==> config.mk <==
export PLATFORM = sky130hd
export DESIGN_NAME = icache_stream_param_flat
export DESIGN_NICKNAME = d
export VERILOG_FILES = /design/src/rtl/icache_stream_param_if.sv /design/src/rtl/icache_stream_param.sv /design/src/flat_wrapper.sv
export SDC_FILE = /design/constraint.sdc
export NUM_CORES = 2
export LEC_CHECK = 0
export CORE_ASPECT_RATIO = 1.25
export CORE_MARGIN = 5
export CORE_UTILIZATION = 54
export CTS_CLUSTER_SIZE = 10
export DETAILED_ROUTE_END_ITERATION = 8
export PLACE_DENSITY = 0.76
export SYNTH_ARGS = -nofsm -noshare
export SYNTH_HDL_FRONTEND = slang
export SYNTH_SLANG_ARGS = --single-unit
==> constraint.sdc <==
create_clock -name CLK -period 23.2 [get_ports CLK]
set_clock_uncertainty 0.05 [all_clocks]
set_input_delay 4.64 -clock CLK [delete_from_list [all_inputs] [get_ports CLK]]
set_output_delay 4.64 -clock CLK [all_outputs]
set_load 0.02 [all_outputs]
==> src/rtl/icache_stream_param_if.sv <==
// Core-fetch and memory-block handshake bundle for icache_stream_param.
// slave = cache side, master = core/memory environment side.
interface icache_stream_param_if;
  logic        icache_REN;
  logic [31:0] icache_addr;
  logic        icache_halt;
  logic        icache_hit;
  logic [31:0] icache_load;
  logic        imem_REN;
  logic [28:0] imem_block_addr;
  logic        imem_hit;
  logic [63:0] imem_load;
  logic        DUT_error;

  modport slave (
    input  icache_REN, icache_addr, icache_halt, imem_hit, imem_load,
    output icache_hit, icache_load, imem_REN, imem_block_addr, DUT_error
  );

  modport master (
    output icache_REN, icache_addr, icache_halt, imem_hit, imem_load,
    input  icache_hit, icache_load, imem_REN, imem_block_addr, DUT_error
  );
endinterface

==> src/rtl/icache_stream_param.sv <==
// Instruction cache: set-associative Loop store plus a sequentially prefetched Stream Buffer.
// 0-cycle hit lookup; non-abortable memory fetch. Optional perf counters via ICACHE_PERF_CNT_EN.
module icache_stream_param #(
  parameter int NUM_SETS     = 8,
  parameter int LOOP_WAYS    = 2,
  parameter int STREAM_DEPTH = 8
) (
  input  logic                 CLK,
  input  logic                 nRST,
  icache_stream_param_if.slave bus
`ifdef ICACHE_PERF_CNT_EN
  ,
  output logic [31:0]          perf_hits,
  output logic [31:0]          perf_misses
`endif
);

  localparam int IDX  = $clog2(NUM_SETS);
  localparam int TAGW = 29 - IDX;
  localparam int WW   = (LOOP_WAYS > 1) ? $clog2(LOOP_WAYS) : 1;
  localparam int CW   = $clog2(STREAM_DEPTH);

  typedef enum logic [1:0] {IDLE, FETCH, HALT} state_t;

  state_t state, state_n;

  logic [NUM_SETS-1:0][LOOP_WAYS-1:0] loop_valid;
  logic [TAGW-1:0] loop_tag  [NUM_SETS][LOOP_WAYS];
  logic [63:0]     loop_data [NUM_SETS][LOOP_WAYS];
  logic [WW-1:0]   victim    [NUM_SETS];

  logic [STREAM_DEPTH-1:0] sb_valid;
  logic [28:0]     sb_addr [STREAM_DEPTH];
  logic [63:0]     sb_data [STREAM_DEPTH];

  logic [28:0]   base, base_n;
  logic [CW-1:0] counter, counter_n;
  logic          pending, pending_n;
  logic [28:0]   pending_addr, pending_addr_n;
  logic          sb_clear, sb_wr;
  logic          err_q;

  logic [28:0]     blk;
  logic [IDX-1:0]  set_idx;
  logic [TAGW-1:0] tag;
  logic [28:0]     fetch_addr;
  logic [28:0]     win_off;

  logic          loop_hit, sb_hit;
  logic [WW-1:0] loop_way;
  logic [CW-1:0] sb_idx;
  logic [63:0]   hit_block;
  logic          lookup_hit, loop_fill, miss, covered, new_miss;

  assign blk        = bus.icache_addr[31:3];
  assign set_idx    = bus.icache_addr[2+IDX:3];
  assign tag        = bus.icache_addr[31:3+IDX];
  assign fetch_addr = base + 29'(counter);
  assign win_off    = blk - base;

  always_comb begin
    loop_hit = 1'b0;
    loop_way = '0;
    for (int w = LOOP_WAYS - 1; w >= 0; w--) begin
      if (loop_valid[set_idx][w] && loop_tag[set_idx][w] == tag) begin
        loop_hit = 1'b1;
        loop_way = WW'(w);
      end
    end
  end

  always_comb begin
    sb_hit = 1'b0;
    sb_idx = '0;
    for (int e = STREAM_DEPTH - 1; e >= 0; e--) begin
      if (sb_valid[e] && sb_addr[e] == blk) begin
        sb_hit = 1'b1;
        sb_idx = CW'(e);
      end
    end
  end

  assign hit_block  = loop_hit ? loop_data[set_idx][loop_way] : sb_data[sb_idx];
  assign lookup_hit = bus.icache_REN & (loop_hit | sb_hit);
  assign loop_fill  = bus.icache_REN & ~loop_hit & sb_hit;
  assign miss       = bus.icache_REN & ~loop_hit & ~sb_hit;
  // A miss already inside the running burst window will be served by the prefetch.
  assign covered    = (state == FETCH) && (win_off < 29'(STREAM_DEPTH));
  assign new_miss   = miss & ~covered;

  assign bus.icache_hit      = lookup_hit;
  assign bus.icache_load     = lookup_hit ? (bus.icache_addr[2] ? hit_block[63:32] : hit_block[31:0]) : 32'd0;
  assign bus.imem_REN        = (state == FETCH);
  assign bus.imem_block_addr = (state == FETCH) ? fetch_addr : 29'd0;
  assign bus.DUT_error       = err_q;

  always_comb begin
    state_n        = state;
    base_n         = base;
    counter_n      = counter;
    pending_n      = pending;
    pending_addr_n = pending_addr;
    sb_clear       = 1'b0;
    sb_wr          = 1'b0;
    case (state)
      IDLE: begin
        if (new_miss) begin
          state_n   = FETCH;
          base_n    = blk;
          counter_n = '0;
          sb_clear  = 1'b1;
        end
      end
      FETCH: begin
        if (new_miss) begin
          pending_n      = 1'b1;
          pending_addr_n = blk;
        end
        // The outstanding request always completes before any redirect.
        if (bus.imem_hit) begin
          sb_wr = 1'b1;
          if (pending_n) begin
            base_n    = pending_addr_n;
            counter_n = '0;
            pending_n = 1'b0;
            sb_clear  = 1'b1;
          end else if (counter == CW'(STREAM_DEPTH - 1)) begin
            state_n   = IDLE;
            counter_n = '0;
          end else begin
            counter_n = counter + 1'b1;
          end
        end
      end
      default: ;
    endcase
    if (bus.icache_halt) begin
      state_n   = HALT;
      pending_n = 1'b0;
    end
  end

  always_ff @(posedge CLK or negedge nRST) begin
    if (!nRST) begin
      state        <= IDLE;
      base         <= '0;
      counter      <= '0;
      pending      <= 1'b0;
      pending_addr <= '0;
      err_q        <= 1'b0;
    end else begin
      state        <= state_n;
      base         <= base_n;
      counter      <= counter_n;
      pending      <= pending_n;
      pending_addr <= pending_addr_n;
      err_q        <= bus.imem_hit & ~bus.imem_REN;
    end
  end

  always_ff @(posedge CLK or negedge nRST) begin
    if (!nRST) begin
      sb_valid   <= '0;
      loop_valid <= '0;
      for (int s = 0; s < NUM_SETS; s++) victim[s] <= '0;
    end else begin
      if (sb_clear) sb_valid <= '0;
      else if (sb_wr) sb_valid[counter] <= 1'b1;
      if (loop_fill) begin
        loop_valid[set_idx][victim[set_idx]] <= 1'b1;
        victim[set_idx] <= (LOOP_WAYS == 1) ? '0 : victim[set_idx] + WW'(1);
      end
    end
  end

  // Payload arrays carry no reset; the valid bits above gate them.
  always_ff @(posedge CLK) begin
    if (sb_wr) begin
      sb_addr[counter] <= fetch_addr;
      sb_data[counter] <= bus.imem_load;
    end
    if (loop_fill) begin
      loop_tag[set_idx][victim[set_idx]]  <= tag;
      loop_data[set_idx][victim[set_idx]] <= hit_block;
    end
  end

`ifdef ICACHE_PERF_CNT_EN
  always_ff @(posedge CLK or negedge nRST) begin
    if (!nRST) begin
      perf_hits   <= '0;
      perf_misses <= '0;
    end else if (state != HALT && bus.icache_REN) begin
      if (lookup_hit && perf_hits != '1) perf_hits <= perf_hits + 32'd1;
      if (!lookup_hit && perf_misses != '1) perf_misses <= perf_misses + 32'd1;
    end
  end
`endif

endmodule
==> src/flat_wrapper.sv <==
// flat-port wrapper written by rule: the top's interface ports become plain ports
module icache_stream_param_flat 
#(
  parameter int NUM_SETS     = 8,
  parameter int LOOP_WAYS    = 2,
  parameter int STREAM_DEPTH = 8
)
  (CLK, nRST, bus_icache_REN, bus_icache_addr, bus_icache_halt, bus_imem_hit, bus_imem_load, bus_icache_hit, bus_icache_load, bus_imem_REN, bus_imem_block_addr, bus_DUT_error);
  icache_stream_param_if bus_i ();
  input  logic CLK;
  input  logic nRST;
  input wire logic [$bits(bus_i.icache_REN)-1:0] bus_icache_REN;
  input wire logic [$bits(bus_i.icache_addr)-1:0] bus_icache_addr;
  input wire logic [$bits(bus_i.icache_halt)-1:0] bus_icache_halt;
  input wire logic [$bits(bus_i.imem_hit)-1:0] bus_imem_hit;
  input wire logic [$bits(bus_i.imem_load)-1:0] bus_imem_load;
  output wire logic [$bits(bus_i.icache_hit)-1:0] bus_icache_hit;
  output wire logic [$bits(bus_i.icache_load)-1:0] bus_icache_load;
  output wire logic [$bits(bus_i.imem_REN)-1:0] bus_imem_REN;
  output wire logic [$bits(bus_i.imem_block_addr)-1:0] bus_imem_block_addr;
  output wire logic [$bits(bus_i.DUT_error)-1:0] bus_DUT_error;
  assign bus_i.icache_REN = bus_icache_REN;
  assign bus_i.icache_addr = bus_icache_addr;
  assign bus_i.icache_halt = bus_icache_halt;
  assign bus_i.imem_hit = bus_imem_hit;
  assign bus_i.imem_load = bus_imem_load;
  assign bus_icache_hit = bus_i.icache_hit;
  assign bus_icache_load = bus_i.icache_load;
  assign bus_imem_REN = bus_i.imem_REN;
  assign bus_imem_block_addr = bus_i.imem_block_addr;
  assign bus_DUT_error = bus_i.DUT_error;
  icache_stream_param #(.NUM_SETS(NUM_SETS), .LOOP_WAYS(LOOP_WAYS), .STREAM_DEPTH(STREAM_DEPTH)) u_core (.CLK(CLK), .nRST(nRST), .bus(bus_i));
endmodule
==> results.sh <==
export IMPL_holdCritPathClass="flop to flop"
export IMPL_fin_area_um2=103000
export IMPL_globalplace_congestion=0.896
export IMPL_vdd_drop_max_mv=0.0886
export IMPL_start_kind="input port"
export IMPL_die_area_um2=176000
export IMPL_syn_nets=5449
export IMPL_cts_tree="done"
export IMPL_grt_pass1_vias=53355
export IMPL_clkTransAtPathRegs_ns=0.05
export IMPL_ios=165
export IMPL_status="completed"
export IMPL_synth_area_leaders="edfxtp_1 72%, a22oi_1 3.8%, xnor2_1 3.0%"
export IMPL_synth_edf_count=2184
export IMPL_grt_ovfl_total=0
export IMPL_wl_per_cell_um=31.8
export IMPL_rsz0062_at_grt="no"
export IMPL_synthDistinctLibCells=87
export IMPL_fin_crit_ns=17.76
export IMPL_drt_iter0_drc=7520
export IMPL_maxSlewViolCount=0
export IMPL_ctsResizeCount=0
export IMPL_synth_mux_area_fraction=0.0466
export IMPL_synth_simple_area_share=0.0442
export IMPL_fmax_ghz=0.0563
export IMPL_netlist_area_um2=90600
export IMPL_synth_ff_type="edfxtp_1"
export IMPL_antenna_left=0
export IMPL_path_max_fanout=39
export IMPL_clk_latency_ns=0.89
export IMPL_synth_compound_area_frac=0.103
export IMPL_numCtsBuffers=279
export IMPL_core_rowCount=168
export IMPL_powerDensity_nw_per_um2=84.1
export IMPL_combPwrFrac=0.051
export IMPL_p_int_mw=6.85
export IMPL_grt_pass1_wl_mm=358
export IMPL_numPlacedInstances=7525
export IMPL_synth_top_family_by_area="compound AO/OA/AOI/OAI gates"
export IMPL_grt_total_usage=0.278
export IMPL_firstDrtPassIters=9
export IMPL_relSlewSlack=0.134
export IMPL_clk_path_buf_depth=4
export IMPL_syn_inst=5315
export IMPL_power_switching_mw=1.78
export IMPL_maxCapViolCount=0
export IMPL_r2r_end="u_core.loop_data[2][89]$_DFFE_PP_"
export IMPL_yosysWarnings=0
export IMPL_hpwl_mm=134
export IMPL_cts_setup_buffers=0
export IMPL_final_cell_count_no_fill=7884
export IMPL_grt_use_met1=0.354
export IMPL_synth_top_cell_area_share=0.724
export IMPL_synthAdderAreaFrac=0.00464
export IMPL_avgSynthCellArea_um2=17.0
export IMPL_viasPerCell=6.76
export IMPL_hold_depth=1
export IMPL_cts_root_buf="clkbuf_16"
export IMPL_synth_area_leader_cell="edfxtp_1"
export IMPL_p_clk_frac=0.426
export IMPL_worstMarginPinSlew_ns=1.29
export IMPL_syn_to_final_growth_pct=13.3
export IMPL_arrival_ns=13.07
export IMPL_synth_seq_cells=2281
export IMPL_crit_type="input port to output pin"
export IMPL_placed_cell_area_um2=95100
export IMPL_pwr_share_seq=0.523
export IMPL_hold_start="u_core.loop_valid[9]$_DFFE_PN0P_"
export IMPL_grt_max_degree=130
export IMPL_portBuffers=162
export IMPL_drc=0
export IMPL_dr_total_vias=53299
export IMPL_antenna_found_initial=21
export IMPL_yosysSeqAreaShare=0.751
export IMPL_tns_ns=0
export IMPL_fin_crit_sh=0.766
export IMPL_hold_viol_final=0
export IMPL_worstRegToRegCells=12
export IMPL_core_um2=167000
export IMPL_initial_core_util=0.541
export IMPL_num_nets_final=5730
export IMPL_swShare=0.207
export IMPL_reg2reg_setup_slack_ns=16.61
export IMPL_ys_async_sr_fraction=0.0425
export IMPL_power_leakage_nw=32.4
export IMPL_die_x_um=376
export IMPL_cts_htree_levels=5
export IMPL_grtUsageMet3=0.0588
export IMPL_die_y_um=468
export IMPL_drive_gt1_frac=0.119
export IMPL_cp_end_kind="output pin"
export IMPL_reg2reg_from="u_core.sb_addr[7][6]$_DFFE_PP_"
export IMPL_critPathRequiredTime_ns=18.51
export IMPL_use_met2=0.448
export IMPL_cts_num_sinks=2281
export IMPL_grt_busiest_layer="met2"
export IMPL_whs_endpoint="u_core.loop_valid[9]$_DFFE_PN0P_"
export IMPL_hold_buffers=0
export IMPL_synthXorXnorAreaFrac=0.0307
export IMPL_wirelength_mm=251
export IMPL_final_setup_viol_count=0
kinds of logic (layout without fill, tap and decap cells):
family,Yosys count,after routing
compound gates,1180,1180
other cells,0,11
buf+inv,405,753
simple gates,740,740
mux,359,359
xor+xnor,317,317
fa+ha+maj,33,33
flops,2281,2281
state kept, by name, indices dropped and copies added, names as in the netlist, 2 cells and up:
register             flops
u_core.pending_addr     29
u_core.base             29
u_core.loop_data      1024
u_core.sb_data         512
u_core.counter           3
u_core.loop_tag        416
u_core.victim            8
u_core.sb_valid          8
u_core.loop_valid       16
u_core.sb_addr         232
u_core.state             2
cell usage in the layout (no fill, tap or decap), types with 32 or more instances in the layout:
cell	instances
clkbuf_16	287
xnor2_1	289
clkbuf_1	55
mux4_2	43
a221o_1	73
a211o_1	76
and2_1	34
nand3_1	46
dfrtp_1	97
nor2b_1	46
buf_4	161
nand2_1	157
a211oi_1	45
o21ai_0	90
nand4_1	224
a21oi_1	40
a22o_1	68
a22oi_1	463
a221oi_1	124
nor4_1	39
mux2_2	61
clkdlybuf4s50_1	158
edfxtp_1	2184
nor2_1	66
ha_1	32
mux2i_1	246
inv_1	76
critical path, stage by stage:
cell             delay, ns
buf_4                 0.52
buf_4                 0.58
buf_4                 0.62
nor2b_2               1.00
a22o_1                0.29
a221oi_1              0.09
xnor2_1               0.21
a2111oi_0             0.80
nand3_1               0.25
or3_1                 0.52
nor2_4                0.89
buf_4                 0.75
a221o_1               0.60
a22o_1                0.52
clkdlybuf4s50_1       0.70
routing by layer:
layer  vias to the layer above  routed length (um)
met5                         -                 106
met4                        18               16500
met3                       649               26900
met2                      3615              119000
met1                     26878               88900
li1                      22139                   -
Yosys cell counts, drive strengths merged (6+ instances only):
library cell,number
nand2,158
ha,32
or4,7
xor2,6
nand4,224
xnor2,311
a221oi,124
or2,20
a211o,76
nor2b,50
a211oi,46
mux2i,246
a31oi,20
nand2b,14
mux2,70
o211ai,36
o22ai,11
edfxtp,2184
or3,6
clkbuf,195
a32o,29
o21bai,6
dfrtp,97
inv,83
and4,6
nor2,91
a222oi,15
nor3,20
buf,127
o21a,11
a21o,14
a221o,73
nand3,47
mux4,43
a22oi,463
o21ai,100
and2,35
nor4,40
a2111oi,8
a21oi,44
a22o,68
and3,9
worst max-delay path by stage:
stage | start | endpoint | slack, ns | cells past startpoint
after global placement | bus_icache_addr[4] | bus_icache_load[6] | 5.65 | 15
after detailed placement | bus_icache_addr[4] | bus_icache_load[6] | 5.62 | 15
final | bus_icache_addr[4] | bus_icache_load[6] | 5.44 | 15
after global routing | bus_icache_addr[4] | bus_icache_load[6] | 5.28 | 15
after CTS | bus_icache_addr[4] | bus_icache_load[6] | 5.60 | 15
after floorplan | bus_imem_hit | u_core.sb_addr[0][0]$_DFFE_PP_ | 8.74 | 2
stage by stage:
stage	setup slack (ns)	hold WS [ns]	util	power [mW]
6_report	5.44	0.415	0.613	8.63
2_1_floorplan	8.74	0.378	-	4.84
3_3_place_gp	5.65	0.391	0.569	5.02
4_1_cts	5.60	0.411	0.613	8.66
3_5_place_dp	5.62	0.397	0.569	5.02
5_1_grt	5.28	0.428	0.613	8.87
area by class of cell:
type                       count  area, um^2
sequential                  2281       68000
fill                       11675       64700
multi-input combinational   2629       21200
clock buffer                 343        7400
timing repair buffer         322        2840
tap                         2210        2770
inverter                      83         317
clock inverter                 5        31.3
antenna                       11        27.5
power groups by stage:
stage          combinational (mW)  clock [mW]  sequential [mW]
6_report                    0.439        3.68             4.52
5_1_grt                     0.461        3.90             4.51
4_1_cts                     0.429        3.71             4.51
3_5_place_dp                0.426           0             4.60
3_3_place_gp                0.420           0             4.60
2_1_floorplan               0.248           0             4.59
Note: power is estimated with default switching activity, not from simulation.
